$ cat config.mk
export PLATFORM = sky130hd
export DESIGN_NAME = rect_motion_ctl
export DESIGN_NICKNAME = d
export VERILOG_FILES = /design/src/rtl/rect_motion_ctl.sv
export SDC_FILE = /design/constraint.sdc
export NUM_CORES = 1
export LEC_CHECK = 0
export ABC_AREA = 1
export CAP_MARGIN = 20
export CORE_ASPECT_RATIO = 2
export CORE_MARGIN = 3
export CORE_UTILIZATION = 30
export CTS_CLUSTER_SIZE = 20
export DETAILED_ROUTE_END_ITERATION = 7
export SYNTH_ARGS = -nofsm -noshare
export SYNTH_HDL_FRONTEND = slang
export SYNTH_SLANG_ARGS = --single-unit
$ cat constraint.sdc
create_clock -name clk -period 1.86 [get_ports clk]
set_clock_uncertainty 0.1 [all_clocks]
set_input_delay 0.186 -clock clk [delete_from_list [all_inputs] [get_ports clk]]
set_output_delay 0.186 -clock clk [all_outputs]
set_load 0.005 [all_outputs]
$ cat src/rtl/rect_motion_ctl.sv
// Frame-rate position controller: bounces (or, with RECT_WRAP_EN, wraps) a rectangle
// inside the visible area, freezing it with a tint request for a number of frames on a hit.
module rect_motion_ctl #(
    parameter int unsigned WIDTH      = 64,
    parameter int unsigned HEIGHT     = 64,
    parameter int unsigned MAX_X      = 800,
    parameter int unsigned MAX_Y      = 600,
    parameter int unsigned X_INIT     = 0,
    parameter int unsigned Y_INIT     = 0,
    parameter int unsigned SPEED      = 2,
    parameter int unsigned HIT_FRAMES = 30
) (
    input  logic        clk,
    input  logic        rst_n,
    input  logic        start,
    input  logic        stop,
    input  logic        vblnk_in,
    input  logic        hit_in,
    output logic [11:0] x_pos,
    output logic [11:0] y_pos,
    output logic        collision_out,
    output logic        running,
    output logic [1:0]  state
);

    localparam int unsigned POS_W = 12;
    localparam int unsigned CMP_W = 13;
    localparam int unsigned CNT_W = 8;

    localparam logic [CMP_W-1:0] LIM_X = CMP_W'(MAX_X - WIDTH);
    localparam logic [CMP_W-1:0] LIM_Y = CMP_W'(MAX_Y - HEIGHT);
    localparam logic [CMP_W-1:0] SPD   = CMP_W'(SPEED);
    localparam logic [POS_W-1:0] XI    = POS_W'(X_INIT);
    localparam logic [POS_W-1:0] YI    = POS_W'(Y_INIT);
    localparam logic [CNT_W-1:0] CNT_I = CNT_W'(HIT_FRAMES - 1);

    typedef enum logic [1:0] {
        IDLE   = 2'b00,
        RUN    = 2'b01,
        FREEZE = 2'b10
    } state_e;

    state_e            state_q, state_d;
    logic [POS_W-1:0]  x_q, x_d, y_q, y_d;
    logic              dir_x_q, dir_x_d, dir_y_q, dir_y_d;   // 1 = moving toward zero
    logic [CNT_W-1:0]  cnt_q, cnt_d;
    logic              coll_q, coll_d;
    logic              run_q, run_d;
    logic              vblnk_q;
    logic              tick;
    logic [POS_W:0]    step_x, step_y;

    // One-axis move; returns {new_dir, new_pos}, compares done 13 bits wide.
    function automatic logic [POS_W:0] step(input logic [POS_W-1:0] pos,
                                            input logic dir_neg,
                                            input logic [CMP_W-1:0] lim);
        logic [CMP_W-1:0] p, sum, dif;
        logic [POS_W:0]   r;
        p   = {1'b0, pos};
        sum = p + SPD;
        dif = p - SPD;
`ifdef RECT_WRAP_EN
        if (!dir_neg) r = (sum > lim) ? {1'b0, {POS_W{1'b0}}} : {1'b0, sum[POS_W-1:0]};
        else          r = (p < SPD)   ? {1'b1, lim[POS_W-1:0]} : {1'b1, dif[POS_W-1:0]};
`else
        if (!dir_neg) r = (sum >= lim) ? {1'b1, lim[POS_W-1:0]} : {1'b0, sum[POS_W-1:0]};
        else          r = (p < SPD)    ? {1'b0, {POS_W{1'b0}}} : {1'b1, dif[POS_W-1:0]};
`endif
        return r;
    endfunction

    assign tick   = vblnk_in & ~vblnk_q;
    assign step_x = step(x_q, dir_x_q, LIM_X);
    assign step_y = step(y_q, dir_y_q, LIM_Y);

    // State register and datapath registers.
    always_ff @(posedge clk or negedge rst_n) begin
        if (!rst_n) begin
            state_q <= IDLE;
            x_q     <= XI;
            y_q     <= YI;
            dir_x_q <= 1'b0;
            dir_y_q <= 1'b0;
            cnt_q   <= '0;
            coll_q  <= 1'b0;
            run_q   <= 1'b0;
            vblnk_q <= 1'b0;
        end else begin
            state_q <= state_d;
            x_q     <= x_d;
            y_q     <= y_d;
            dir_x_q <= dir_x_d;
            dir_y_q <= dir_y_d;
            cnt_q   <= cnt_d;
            coll_q  <= coll_d;
            run_q   <= run_d;
            vblnk_q <= vblnk_in;
        end
    end

    // Next-state logic; stop overrides everything, including a same-cycle tick.
    always_comb begin
        state_d = state_q;
        x_d     = x_q;
        y_d     = y_q;
        dir_x_d = dir_x_q;
        dir_y_d = dir_y_q;
        cnt_d   = cnt_q;
        coll_d  = coll_q;

        case (state_q)
            IDLE: begin
                if (start) state_d = RUN;
            end
            RUN: begin
                if (tick) begin
                    if (hit_in) begin
                        state_d = FREEZE;
                        coll_d  = 1'b1;
                        cnt_d   = CNT_I;
                    end else begin
                        x_d     = step_x[POS_W-1:0];
                        dir_x_d = step_x[POS_W];
                        y_d     = step_y[POS_W-1:0];
                        dir_y_d = step_y[POS_W];
                    end
                end
            end
            FREEZE: begin
                if (tick) begin
                    if (cnt_q != '0) begin
                        cnt_d = cnt_q - CNT_W'(1);
                    end else begin
                        state_d = RUN;
                        coll_d  = 1'b0;
                        dir_x_d = ~dir_x_q;
                        dir_y_d = ~dir_y_q;
                    end
                end
            end
            default: state_d = IDLE;
        endcase

        if (stop) begin
            state_d = IDLE;
            x_d     = XI;
            y_d     = YI;
            dir_x_d = 1'b0;
            dir_y_d = 1'b0;
            cnt_d   = '0;
            coll_d  = 1'b0;
        end

        run_d = (state_d != IDLE);
    end

    assign x_pos         = x_q;
    assign y_pos         = y_q;
    assign collision_out = coll_q;
    assign running       = run_q;
    assign state         = state_q;

endmodule

==> results of run 1 <==
==> worst min-delay path by stage <==
stage                     to  slack (ns)  startpoint  cells past startpoint
floorplan           cnt_q[0]       -0.21       rst_n                      0
global placement    cnt_q[6]        0.17       rst_n                      2
detailed placement  cnt_q[6]        0.17       rst_n                      2
CTS                  vblnk_q        0.26    vblnk_in                      1
global route         vblnk_q        0.29    vblnk_in                      1
finish               vblnk_q        0.27    vblnk_in                      1
==> routing by layer <==
metal  part of all wire  wire [um]  vias to the layer above
met5                  0          0                        -
met4              0.049        454                        0
met3              0.026        237                       41
met2               0.58       5350                       87
met1               0.34       3140                     1501
li1                   -          -                     1542
==> synthesized netlist by cell type <==
master / number
o21ai_0: 19
a21boi_0: 1
xnor2_1: 1
o31ai_1: 1
ha_1: 5
nor2_1: 41
dfrtp_1: 37
o311ai_0: 1
clkinv_2: 1
nand2_4: 1
clkbuf_2: 1
o21ai_2: 5
a22oi_1: 2
xor2_1: 18
clkbuf_1: 1
a21oi_1: 13
a21boi_1: 1
nor2_2: 9
buf_4: 4
buf_6: 2
nand4_1: 10
nand2_2: 5
nand3_4: 1
buf_2: 4
o22ai_1: 3
o211ai_1: 2
nor3_2: 3
o21ai_1: 9
nor2_4: 4
conb_1: 1
nand3_2: 2
a32oi_1: 2
inv_2: 2
nor4_1: 1
nor3_1: 7
nand3_1: 32
nand2_1: 109
inv_1: 53
nand3b_1: 1
==> report_power, final <==
part / leakage, nW / internal [mW] / switching [mW] / total (mW)
clock: 0.0797 / 0.623 / 0.361 / 0.985
combinational: 1.55 / 0.119 / 0.171 / 0.290
sequential: 0.491 / 0.827 / 0.0201 / 0.847
==> sequential cells by signal, summed over array words and instances (netlist names) <==
signal and cells:
state 2, dir_y_q 1, cnt_q 8, collision_out 1, running 1, dir_x_q 1, x_pos 11, y_pos 11
vblnk_q 1
==> kinds of logic after synthesis <==
logic type / Yosys count
xor+xnor: 19
buf+inv: 68
simple gates: 226
flops: 37
other cells: 1
compound gates: 59
fa+ha+maj: 5
==> layout make-up <==
cell class,instances,area [um2],area share
clock inverters,2,35.0,0.00821
repair buffers,107,897,0.210
well taps,102,128,0.0299
clock buffers,5,125,0.0293
inverters,56,216,0.0507
multi-input cells,312,1930,0.452
flip-flops and latches,37,935,0.219
==> worst max-delay path, stage by stage (launching register included) <==
cell     delay (ns)
dfrtp_2        0.42
buf_6          0.14
nand2_4        0.05
nor2_4         0.15
nand4_1        0.12
nor2_1         0.12
nor2_1         0.06
nor2_2         0.21
nand3_4        0.17
o21ai_4        0.19
nand2_1        0.07
==> stage by stage <==
step | cell area [um2] | util | hold WS [ns] | instances
after global routing | 4270 | 0.467 | 0.291 | 621
after CTS | 3940 | 0.431 | 0.262 | 605
after floorplan | 2850 | - | -0.210 | 416
after global placement | 3640 | 0.398 | 0.171 | 595
final | 4270 | 0.467 | 0.270 | 621
after detailed placement | 3640 | 0.398 | 0.175 | 595
==> repair_timing <==
item                                    CTS  global route
hold buffers                              1             0
buffers inserted                          2            15
hold endpoints to repair                 37             0
cloned                                    0             1
endpoints found under the setup margin   28            32
pin swaps                                 9            30
resized for setup                        27            71
==> flow_summary_export.csv, run 1 <==
group,metric,value,unit
critical_path,rr_endpoint,"y_pos[9]",
yosys,synth.largest_area_cell,"dfrtp_1",
critical_path,crit_path_end,"y_pos[9]",
timing,final.period_utilization,1.03,
timing,fmax,0.520,GHz
critical_path,reg2reg_depth,10,
clock_network,h-tree-depth,2,
yosys,synth_adder_area_share,0.0220,
drt,ant_nets,0,
grt,grtUsageMet3,0.0210,
clock_network,cts.sink_count,37,
clock_network,tritoncts,"built",
timing,fin_crit,1.92,ns
grt,grt_start_max_net_pins,38,
placed_design,place.gp.congestion,0.890,
grt,overflow,0,
yosys,synth_xor_area_frac,0.0585,
yosys,avgSynthCellArea,6.85,um2
placed_design,place_ws,-0.166,ns
timing,hold_violations,0,
critical_path,r2r_start,"y_pos[3]",
timing,rsz0062_at_grt,"true",
finish,syn_to_final_growth,50.0,%
grt,grt_pass1_vias,3076,
critical_path,rrSetupSlack,-0.06,ns
yosys,synth_top_area_frac,0.326,
timing,tightest_slew,0.506,ns
yosys,synth_cells,415,
finish,antenna_cells,0,
yosys,ys_seq_area_frac,0.326,
power_and_ir_drop,p_per_area,497,nW/um2
grt,use_met2,0.328,
floorplanning,die_y,144,um
drt,wl_per_cell,14.8,um
critical_path,startpoint,"y_pos[3]",
power_and_ir_drop,power_leakage,2.13,nW
critical_path,worstPathRequired,1.94,ns
clock_network,cts-root-buf,"clkbuf_16",
timing,final.setup.tns,-0.162,ns
floorplanning,start_util,0.311,
grt,grtUsageMet1,0.161,
floorplanning,dieArea,10800,um2
critical_path,end_kind,"flip-flop",
finish,layout-drive-gt1-share,0.351,
floorplanning,row_count,49,
timing,maxSlewViolCount,0,
yosys,synth.cell_area,2840,um2
power_and_ir_drop,ir_drop,0.000412,V
yosys,synth-seq-cells,37,
timing,setup_violations,7,
power_and_ir_drop,power,2.12,mW
drt,drt_pass1_iterations,5,
placed_design,portBuffers,31,
grt,grtUsageTotal,0.169,
yosys,synth_area_leaders,"dfrtp_1 (33%), nand2_1 (14%), inv_1 (7.0%)",
yosys,muxShareOfSynthArea,0,
clock_network,cts_buffers,5,
placed_design,dp_hpwl,6630,um
floorplanning,fp.coreArea,9140,um2
floorplanning,fp.dieW,74.8,um
yosys,synth-simple-area-share,0.368,
timing,setup_ws,-0.0616,ns
yosys,synth-compound-area-share,0.122,
finish,final_common_cell,"nand2_1",
critical_path,start_kind,"flip-flop",
drt,totalWireLength,9180,um
outcome,outcome,"finished, violations left",
flow_run,maxCapViolCount,0,
grt,grt_pass1_wl,14000,um
clock_network,clk_pin_slew_worst_paths,0.06,ns
finish,fill_cells,903,
critical_path,crit_fanout,5,
grt,grt-busiest-layer,"met2",
outcome,violations,"negative setup slack",
yosys,synth.distinct_cells,39,
drt,dr.first_iter.drc_count,155,
drt,drc,0,
clock_network,clock_latency,0.29,ns
min_path,hp-class,"input port to flip-flop",
timing,relSlewSlack,0.663,
drt,route.vias.total,3171,
critical_path,arrival,2.00,ns
drt,viasPerCell,5.11,
clock_network,cts.path.max_buffers,2,
finish,final_cell_mix,"nand2_1 (91), buf_4 (70), inv_1 (48), nor2_1 (33)",
finish,fin_nets,530,
grt,antenna_found_initial,0,
critical_path,worstSetupPathType,"flip-flop to flip-flop",
floorplanning,io_pins,34,
yosys,ys_warn_count,0,
yosys,synth_top_family_by_area,"simple AND/OR/NAND/NOR gates",
(Power assumes the default switching activity.)
==> run 2, diff against run 1 <==
--- a/config.mk
+++ b/config.mk
@@ -12,6 +12,7 @@
 export CORE_UTILIZATION = 30
 export CTS_CLUSTER_SIZE = 20
 export DETAILED_ROUTE_END_ITERATION = 7
+export REMOVE_ABC_BUFFERS = 1
 export SYNTH_ARGS = -nofsm -noshare
 export SYNTH_HDL_FRONTEND = slang
 export SYNTH_SLANG_ARGS = --single-unit
==> run 2 against run 1 <==
- the flow still finishes with violations (negative setup slack)
- utilization shrank 0.92 points
- via count shrank 4.0%
- register-to-register slack gained 0.02 ns
- first-iteration DRC count shrank 9.0%
- worst setup slack gained 0.016 ns
- die area is the same
- routed wire length shrank 4.7%
- flip-flop and latch count is the same
- largest cell class unchanged
- final area shrank 2.0%
- non-clock buffer count shrank 5
- hold slack lost 0.025 ns
==> flow_summary_export.csv, run 2 (same netlist as run 1, synthesis figures left out) <==
group,metric,value,unit
clock_network,h-tree-depth,2,
min_path,hp-class,"input port to asynchronous set/reset pin",
clock_network,cts_buffers,5,
placed_design,placed_cell_area,3650,um2
critical_path,crit_fanout,5,
floorplanning,dieArea,10800,um2
outcome,violations,"negative setup slack",
timing,holdWs,0.244,ns
critical_path,arrival,1.97,ns
floorplanning,io_pins,34,
timing,rsz0062_at_grt,"true",
finish,antenna_cells,0,
placed_design,portBuffers,31,
clock_network,tritoncts,"built",
drt,drt_pass1_iterations,5,
outcome,outcome,"finished, violations left",
clock_network,cts.path.max_buffers,2,
power_and_ir_drop,power,1.98,mW
critical_path,end_kind,"flip-flop",
timing,maxSlewViolCount,0,
critical_path,worstSetupPathType,"flip-flop to flip-flop",
finish,fin_nets,525,
clock_network,clock_latency,0.28,ns
timing,fmax,0.525,GHz
clock_network,cts.sink_count,37,
grt,grt_start_max_net_pins,15,
timing,final.setup.tns,-0.157,ns
floorplanning,die_y,144,um
grt,grt_pass1_vias,3027,
timing,setup_ws,-0.0454,ns
critical_path,worstPathRequired,1.92,ns
power_and_ir_drop,p_per_area,473,nW/um2
finish,final_cell_mix,"nand2_1 (94), buf_4 (65), inv_1 (49), dfrtp_1 (33), nor2_1 (32)",
grt,overflow,0,
flow_run,maxCapViolCount,0,
power_and_ir_drop,power_leakage,2.06,nW
finish,layout-drive-gt1-share,0.323,
timing,setup_violations,7,
timing,final.period_utilization,1.02,
finish,final_common_cell,"nand2_1",
grt,grt_pass1_wl,13900,um
placed_design,dp_hpwl,6830,um
floorplanning,start_util,0.311,
timing,hold_violations,0,
finish,fin_area,4180,um2
timing,fin_crit,1.91,ns
clock_network,clk_pin_slew_worst_paths,0.05,ns
finish,syn_to_final_growth,47.0,%
drt,route.vias.total,3045,
grt,grtUsageTotal,0.168,
drt,viasPerCell,4.94,
drt,drc,0,
drt,ant_nets,0,
placed_design,place.gp.congestion,0.910,
floorplanning,row_count,49,
drt,wl_per_cell,14.2,um
drt,dr.first_iter.drc_count,141,
clock_network,cts-root-buf,"clkbuf_16",
power_and_ir_drop,ir_drop,0.000391,V
floorplanning,fp.dieW,74.8,um
floorplanning,fp.coreArea,9140,um2
critical_path,start_kind,"flip-flop",
finish,final_cell_count_no_fill,616,
grt,antenna_found_initial,0,
drt,totalWireLength,8740,um
placed_design,place_inst,597,
-- run 2: routing by layer --
metal / share of wire / track usage / wire (um) / vias up
met1: 0.38 / 0.172 / 3300 / 1425
met4: 0.043 / 0.0929 / 379 / 0
met3: 0.020 / 0.0147 / 171 / 23
met2: 0.56 / 0.318 / 4890 / 61
met5: 0 / 0 / 0 / -
li1: - / - / - / 1536
-- run 2: timing repair --
action	CTS	global route
pin swaps	6	21
hold buffers	1	0
setup buffers	1	9
endpoints found under the setup margin	19	34
cloned	0	1
resized for setup	15	68
endpoints found under the hold margin	10	0
-- run 2: through the flow --
| stage | worst slack (ns) | util |
|---|---|---|
| 2_1_floorplan | -0.0271 | - |
| 3_3_place_gp | -0.122 | 0.400 |
| 3_5_place_dp | -0.156 | 0.400 |
| 4_1_cts | -0.0774 | 0.423 |
| 5_1_grt | -0.159 | 0.458 |
| 6_report | -0.0454 | 0.458 |
-- run 2: area by class of cell --
class	count	area (um2)
timing repair buffer	102	860
tap	102	128
sequential	37	931
fill	888	4950
inverter	56	213
multi-input combinational	312	1910
clock buffer	7	143
-- run 2: worst max-delay path, cell delays in order (launching register included) --
cell and delay, ns:
dfrtp_2 0.40, buf_6 0.11, buf_6 0.09, nand2_4 0.04, nor2_4 0.13, nand4_1 0.12, nor2_1 0.11, nor2_1 0.05
nor2_2 0.22, nand3_4 0.16, o21ai_4 0.18, nand2_1 0.06
-- run 2: power by group --
group / internal [mW] / leakage, nW / switching (mW)
logic: 0.120 / 1.49 / 0.170
registers: 0.827 / 0.496 / 0.0191
clock network: 0.526 / 0.0700 / 0.316
total: 1.47 / 2.06 / 0.505
-- run 2: final timing paths --
| path | start | slack (ns) | cells after the start | endpoint |
|---|---|---|---|---|
| min in group clk | vblnk_in | 0.27 | 1 | vblnk_q |
| max reg2reg | y_pos[2] | -0.05 | 11 | y_pos[9] |
| max | y_pos[2] | -0.05 | 11 | y_pos[9] |
| max in group asynchronous | rst_n | 0.88 | 3 | y_pos[1] |
| min reg2reg | collision_out | 0.40 | 2 | collision_out |
| min | rst_n | 0.24 | 2 | collision_out |
